**config.mk**
```make
export PLATFORM = sky130hd
export DESIGN_NAME = fsm_step_sequencer
export DESIGN_NICKNAME = d
export VERILOG_FILES = /design/src/rtl/fsm_step_sequencer.sv
export SDC_FILE = /design/constraint.sdc
export NUM_CORES = 1
export LEC_CHECK = 0
export BUFFER_PORTS_ARGS = -buffer_cell sky130_fd_sc_hd__buf_2
export CAP_MARGIN = 20
export CORE_MARGIN = 10
export CORE_UTILIZATION = 35
export CTS_CLUSTER_SIZE = 10
export DETAILED_ROUTE_END_ITERATION = 10
export GPL_TIMING_DRIVEN = 1
export PLACE_DENSITY_LB_ADDON = 0.15
export REMOVE_ABC_BUFFERS = 1
export SLEW_MARGIN = 20
export SYNTH_ARGS = -nofsm -noshare
export SYNTH_HDL_FRONTEND = slang
export SYNTH_SLANG_ARGS = --single-unit
```
**constraint.sdc**
```tcl
create_clock -name clk -period 2.4 [get_ports clk]
set_input_delay 0.24 -clock clk [delete_from_list [all_inputs] [get_ports clk]]
set_output_delay 0.24 -clock clk [all_outputs]
set_load 0.05 [all_outputs]
```
**src/rtl/fsm_step_sequencer.sv**
```systemverilog
// fsm_step_sequencer
// ------------------
// Drives the two-flip-flop lab FSM one step at a time. A start command
// latches a serial pattern of x values. Each bit is then applied by holding
// E high for exactly one clock. After that step, {Qa,Qb} is captured into a
// trace slot. When the sequence finishes, done pulses for one cycle.
//
// Command handshake: start is looked at only while the block is idle (busy
// low). The edge that samples start high accepts the command. busy goes high
// in the next cycle and stays high through the done cycle. done is a
// one-cycle pulse. A start that arrives while busy is dropped, not queued.
//
// Ports
//   clk       system clock, rising edge
//   reset     asynchronous active-high reset; aborts any sequence in flight
//   start     command request, sampled only while idle
//   pattern   x values to apply, LSB first
//   length    number of steps; values above PAT_W are clamped to PAT_W
//   hold      defers a pending step while high (no effect during gap cycles)
//   Qa, Qb    present state of the driven FSM
//   E, x      enable and data inputs of the driven FSM
//   busy      sequence in progress (including the done cycle)
//   done      single-cycle completion pulse
//   trace     {Qa,Qb} captured per step; step k lives in [2k+1:2k]
//   state_dbg encoded controller state, for observation only
module fsm_step_sequencer #(
  parameter int PAT_W = 8,
  parameter int GAP   = 0
) (
  input  logic                 clk,
  input  logic                 reset,
  input  logic                 start,
  input  logic [PAT_W-1:0]     pattern,
  input  logic [3:0]           length,
  input  logic                 hold,
  input  logic                 Qa,
  input  logic                 Qb,
  output logic                 E,
  output logic                 x,
  output logic                 busy,
  output logic                 done,
  output logic [2*PAT_W-1:0]   trace,
  output logic [2:0]           state_dbg
);

  localparam int LEN_W = $clog2(PAT_W + 1);
  localparam logic [LEN_W-1:0] LEN_MAX  = LEN_W'(PAT_W);
  // The gap counter is loaded with GAP-1, so the GAP state lasts GAP cycles.
  localparam logic [3:0]       GAP_LOAD = (GAP > 0) ? 4'(GAP - 1) : 4'd0;

  typedef enum logic [2:0] {
    S_IDLE    = 3'd0,
    S_STEP    = 3'd1,
    S_CAPTURE = 3'd2,
    S_GAP     = 3'd3,
    S_DONE    = 3'd4
  } state_t;

  state_t             state;
  logic [PAT_W-1:0]   pat_q;
  logic [LEN_W-1:0]   len_q;
  logic [LEN_W-1:0]   cnt;
  logic [LEN_W-1:0]   len_c;
  logic [3:0]         gap_cnt;
  logic [PAT_W-1:0]   pat_sh;

  // Clamp the requested length to the pattern width.
  always_comb begin
    if (int'(length) > PAT_W) len_c = LEN_MAX;
    else                      len_c = LEN_W'(length);
  end

  // Shift rather than bit-select, so the index width never has to match PAT_W.
  assign pat_sh = pat_q >> cnt;

  // E and x are decoded from registered state. hold gates E in the same
  // cycle, so a deferred step never produces an enable pulse.
  assign E         = (state == S_STEP) && !hold;
  assign x         = (state == S_STEP) && pat_sh[0];
  assign state_dbg = state;

  always_ff @(posedge clk or posedge reset) begin
    if (reset) begin
      state   <= S_IDLE;
      pat_q   <= '0;
      len_q   <= '0;
      cnt     <= '0;
      gap_cnt <= '0;
      trace   <= '0;
      busy    <= 1'b0;
      done    <= 1'b0;
    end else begin
      done <= 1'b0;
      unique case (state)
        S_IDLE: begin
          if (start) begin
            pat_q <= pattern;
            len_q <= len_c;
            cnt   <= '0;
            trace <= '0;
            busy  <= 1'b1;
            if (len_c == '0) begin
              state <= S_DONE;
              done  <= 1'b1;
            end else begin
              state <= S_STEP;
            end
          end
        end

        // The FSM advances on the edge that ends an unheld STEP cycle.
        S_STEP: begin
          if (!hold) state <= S_CAPTURE;
        end

        // {Qa,Qb} now shows the result of the step just applied.
        S_CAPTURE: begin
          for (int k = 0; k < PAT_W; k++) begin
            if (cnt == LEN_W'(k)) trace[2*k +: 2] <= {Qa, Qb};
          end
          if (cnt == len_q - LEN_W'(1)) begin
            state <= S_DONE;
            done  <= 1'b1;
          end else begin
            cnt <= cnt + LEN_W'(1);
            if (GAP > 0) begin
              gap_cnt <= GAP_LOAD;
              state   <= S_GAP;
            end else begin
              state <= S_STEP;
            end
          end
        end

        S_GAP: begin
          if (gap_cnt == 4'd0) state <= S_STEP;
          else                 gap_cnt <= gap_cnt - 4'd1;
        end

        S_DONE: begin
          state <= S_IDLE;
          busy  <= 1'b0;
        end

        default: begin
          state <= S_IDLE;
          busy  <= 1'b0;
        end
      endcase
    end
  end

endmodule

```
# Word level (Yosys, flattened, before mapping)
# Index checks and enable logic that the tools add are counted.
# totals
ff_bits	41
input_bits	18
out_inout_bits	23
elab_cells	93
# classes
n_addsub	3
n_lt_le_gt_ge	1
n_eq_ne	23
n_shift	1
mux	26
bitwise_logic	2
n_reduce_logical	22
# ops
cell	n
$pmux 16 s2	1
$reduce_and 3->1	10
$ne 2x2->1 const B	12
$eq 4x3->1 const B	4
$mux 16	1
$mux 2	8
$mux 3	5
$logic_not 4->1	3
$mux 4	3
$pmux 3 s4	1
$eq 4x2->1 const B	2
$pmux 4 s2	1
$shr 8x4->1	1
$sub 4x1->4 const B	2
$eq 3x2->1 const B	2
$reduce_and 2->1	3
$add 4x1->4 const B	1
$eq 4x1->1 const B	1
$eq 4x4->1	1
$gt 4x4->1 const B	1
$mux 1	4
$pmux 1 s2	2
$eq 3x1->1 const B	1
$logic_not 3->1	1
5 further kinds	7

# Depth between registers and ports, before layout
# logic_depth
ltp_word	6
ltp_mapped	7
ltp_nobuf	6

# Worst setup path before layout
# OpenSTA, ideal clock, no wires.
# synth_path
path_type	register to output
startpoint	register state[0] (netlist: state_dbg[0])
endpoint	output port x
arrival_ps	2169
required_time_ps	2160
setup_slack_ps	-9
stages_incl_launch_ff	4
path_buffers	1
path_cell_list	dfrtp_1 > clkbuf_1 > nand2_1 > nor3_1
# synth_via
elab_chain_len	2
# synth_lines
item	line	rtl
from (decl)	59	state_t state;
from (signal assigned)	84	state <= S_IDLE;
from (signal assigned)	103	state <= S_DONE;
from (signal assigned)	106	state <= S_STEP;
$eq 3x1->1	79	assign x = (state == S_STEP) && pat_sh[0];
$logic_and 1x1->1	79	
to (decl)	39	output logic x,
# Every way passes these cells.

# Final worst setup path
# layout_path
startpoint	register cnt[0]
endpoint	output port x
# layout_via
elab_chain_len	2
# layout_lines
item	line	rtl
from (decl)	62	logic [LEN_W-1:0] cnt;
from (signal assigned)	125	cnt <= cnt + LEN_W'(1);
$shr 8x4->1	74	assign pat_sh = pat_q >> cnt;
$logic_and 1x1->1	79	
# Every way passes these cells.

==> results.sh <==
export IMPL_synthesis_area_per_instance_um2=10.4
export IMPL_period_share_pct=87.0
export IMPL_die_h_um=97.1
export IMPL_r2r_end="cnt[1]"
export IMPL_worstSetupEndpointType="output port"
export IMPL_reg2reg_from="len_q[0]"
export IMPL_swShare_pct=44.0
export IMPL_outcome="complete, no violations"
export IMPL_fp_row_count=28
export IMPL_drv_cap=0
export IMPL_area_delta_synth_final_pct=17.5
export IMPL_max_slew_margin_pct=63.5
export IMPL_cts_resized_gates=0
export IMPL_yosys_area_share_adder_pct=3.61
export IMPL_nets=260
export IMPL_cp_max_fo=9
export IMPL_nFillCells=588
export IMPL_hp_class="primary input to async pin"
export IMPL_hold_viol=0
export IMPL_multi_input_area_um2=955
export IMPL_clk_latency_ns=0.29
export IMPL_startpoint_type="flop"
export IMPL_rsz0062_at_grt="no"
export IMPL_clkPwrFrac_pct=18.4
export IMPL_seq_area_frac_synth_pct=49.4
export IMPL_layout_cells_non_filler=312
export IMPL_yosysWarnings=0
export IMPL_ctsHoldBuffers=0
export IMPL_final_max_slew_viol_count=0
export IMPL_setup_violations=0
export IMPL_holdWs_ns=0.0708
export IMPL_drt_iter0_drc=73
export IMPL_grt_use_total_pct=9.94
export IMPL_final_layout_size_suffix_gt1_share_pct=31.2
export IMPL_worstPathCellList="mux4_2 -> mux2i_1 -> nor3_1 -> buf_2"
export IMPL_path_buf_inv=1
export IMPL_antenna_left=0
export IMPL_r2r_cells=6
export IMPL_hpwl_um=3350
export IMPL_grt_overflow_total=0
export IMPL_diodes=0
export IMPL_synthTopCellsByArea="dfrtp_1, mux2_2, nand2_1"
export IMPL_yosys_area_share_simple_pct=17.6
export IMPL_ir_drop_mv=0.546
export IMPL_detail_route_vias_per_cell=4.88
export IMPL_worstSetupPathType="flop to output port"
export IMPL_p_int_mw=1.68
export IMPL_start_util_pct=35.5
export IMPL_required_ns=2.16
export IMPL_synth_edf_count=0
export IMPL_slowest_stage="dfrtp_1"
export IMPL_cts_root_buf="clkbuf_8"
export IMPL_htree_levels=2
export IMPL_synth_top_cell_area_share_pct=49.4
export IMPL_fin_util_pct=41.7
export IMPL_drc=0
export IMPL_max_freq_mhz=479
export IMPL_r2r_slack_ns=0.42
export IMPL_synth_area_mux_share_pct=12.8
export IMPL_antenna_found_initial=0
export IMPL_fp_dieW_um=97.1
export IMPL_fin_setup_tns_ns=0
export IMPL_cts_tree="yes"
export IMPL_synth_top_family_by_area="simple AND/OR/NAND/NOR gates"
export IMPL_max_stage_delay_ns=0.57
export IMPL_ys_types=39
export IMPL_yosys_area_top_type="dfrtp_1"
export IMPL_grt_max_degree=42
export IMPL_worst_slew_pin_slew_ns=0.546
export IMPL_timing_final_ws_setup_ns=0.312
export IMPL_path_delay_family="multiplexers"
export IMPL_cp_depth=4
export IMPL_syn_inst=199
export IMPL_seqPwrFrac_pct=35.7
export IMPL_synth_main_ff_cell="dfrtp_1"
export IMPL_cts_num_sinks=41
export IMPL_synth_compound_area_share_pct=7.83
export IMPL_clkTransAtPathRegs_ns=0.08
export IMPL_place_inst=304
export IMPL_port_buffers=40
export IMPL_ff_latch_area_um2=1030
export IMPL_clock_skew_ns=0.00863
export IMPL_place_congestion=0.778
export IMPL_avgRoutedWirePerCell_um=14.4
export IMPL_numCtsBuffers=5
export IMPL_grt_pass1_wl_um=8040
export IMPL_netlist_area_um2=2080
export IMPL_dp_slack_ns=0.406
export IMPL_power_density_nw_per_um2=1230
export IMPL_ctsLongestPathBuffers=2
export IMPL_final_min_clock_period_ns=2.09
export IMPL_grt_pass1_vias=1650
export IMPL_synthXorXnorAreaFrac_pct=4.03
export IMPL_cp_arrival_ns=1.85
export IMPL_p_sw_mw=1.32
export IMPL_p_leak_nw=1.23
export IMPL_drt_total_wl_um=4490
export IMPL_core_um2=5850
export IMPL_ys_seq_elements=41
export IMPL_synth_async_reset_ratio_pct=100
export IMPL_die_area_um2=9420
export IMPL_ios=41
export IMPL_pwr_share_comb_pct=45.9
export IMPL_dr_total_vias=1522
export IMPL_post_cts_setup_buffers=0
export IMPL_drtPass1Iterations=4
-- power groups by stage --
| stage | clock network, mW | registers (mW) | logic (mW) |
|---|---|---|---|
| 2_1_floorplan | 0 | 1.39 | 0.733 |
| 3_3_place_gp | 0 | 1.09 | 1.39 |
| 3_5_place_dp | 0 | 1.09 | 1.39 |
| 4_1_cts | 0.572 | 1.08 | 1.39 |
| 5_1_grt | 0.609 | 1.11 | 1.52 |
| 6_report | 0.553 | 1.07 | 1.37 |
-- worst register-to-register path: stages, from the launching register on --
cell and delay, ns:
dfrtp_1 0.39, inv_1 0.07, ha_1 0.30, xor2_1 0.22, nand3_1 0.16, o21ai_0 0.36, mux2_2 0.38
-- layout by cell type, fill, tap and decap left out, types with 4 or more instances in the layout --
master     n
dfrtp_1   41
buf_2     40
nand2_1   35
mux2_2    17
a21oi_1   11
inv_1      9
nor3_1     7
nor2_1     7
o21ai_0    7
ha_1       6
clkbuf_8   5
xnor2_1    4
-- how the worst max path moves through the flow --
| stage | start | end |
|---|---|---|
| 6_report | cnt[0] | x |
| 5_1_grt | cnt[0] | x |
| 4_1_cts | cnt[0] | x |
| 3_5_place_dp | len_q[0] | cnt[1] |
| 3_3_place_gp | len_q[0] | cnt[1] |
| 2_1_floorplan | state_dbg[0] | x |
-- stage by stage --
step	cell area [um^2]	power, mW
after floorplan	2010	2.12
after global placement	2330	2.48
after detailed placement	2330	2.47
after CTS	2440	3.04
after global routing	2440	3.24
final	2440	3.00
-- cell families (layout without fill, tap and decap cells) --
family | count (synthesis) | count (layout)
DFF | 41 | 41
AOI/OAI and AO/OA | 27 | 27
muxes | 22 | 22
buffers and inverters | 22 | 60
and+or+nand+nor | 73 | 73
xor gates and xnor gates | 8 | 8
adders and majority gates | 6 | 6
-- registers in the layout, summed over array words and instances (netlist names) --
| signal | flops |
|---|---|
| trace | 16 |
| pat_q | 8 |
| cnt | 4 |
| gap_cnt | 4 |
| len_q | 4 |
| state_dbg | 3 |
| busy | 1 |
| done | 1 |
-- Yosys cell counts (all sizes together) (4+ instances only) --
library cell  number
clkbuf             6
nand2             35
inv                9
a21oi             11
xnor2              4
mux2              17
nor2               7
dfrtp             41
nor3               8
o21ai              7
buf                7
ha                 6
-- layout make-up --
type	instances	share of cell area, %
flip-flops and latches	41	42.0
multi-input cells	136	39.1
repair buffers	43	9.12
well taps	75	3.84
clock buffers	6	2.97
clock inverters	2	1.59
inverters	9	1.38
-- per-layer routing --
layer  track usage [%]  part of all wire (%)  vias up
li1                  -                     -      757
met1              12.6                    47      738
met2              15.8                    48       23
met3              3.06                   4.3        4
met4              2.72                  0.69        0
met5                 0                     0        -
Power figures use the tool's default switching activity.
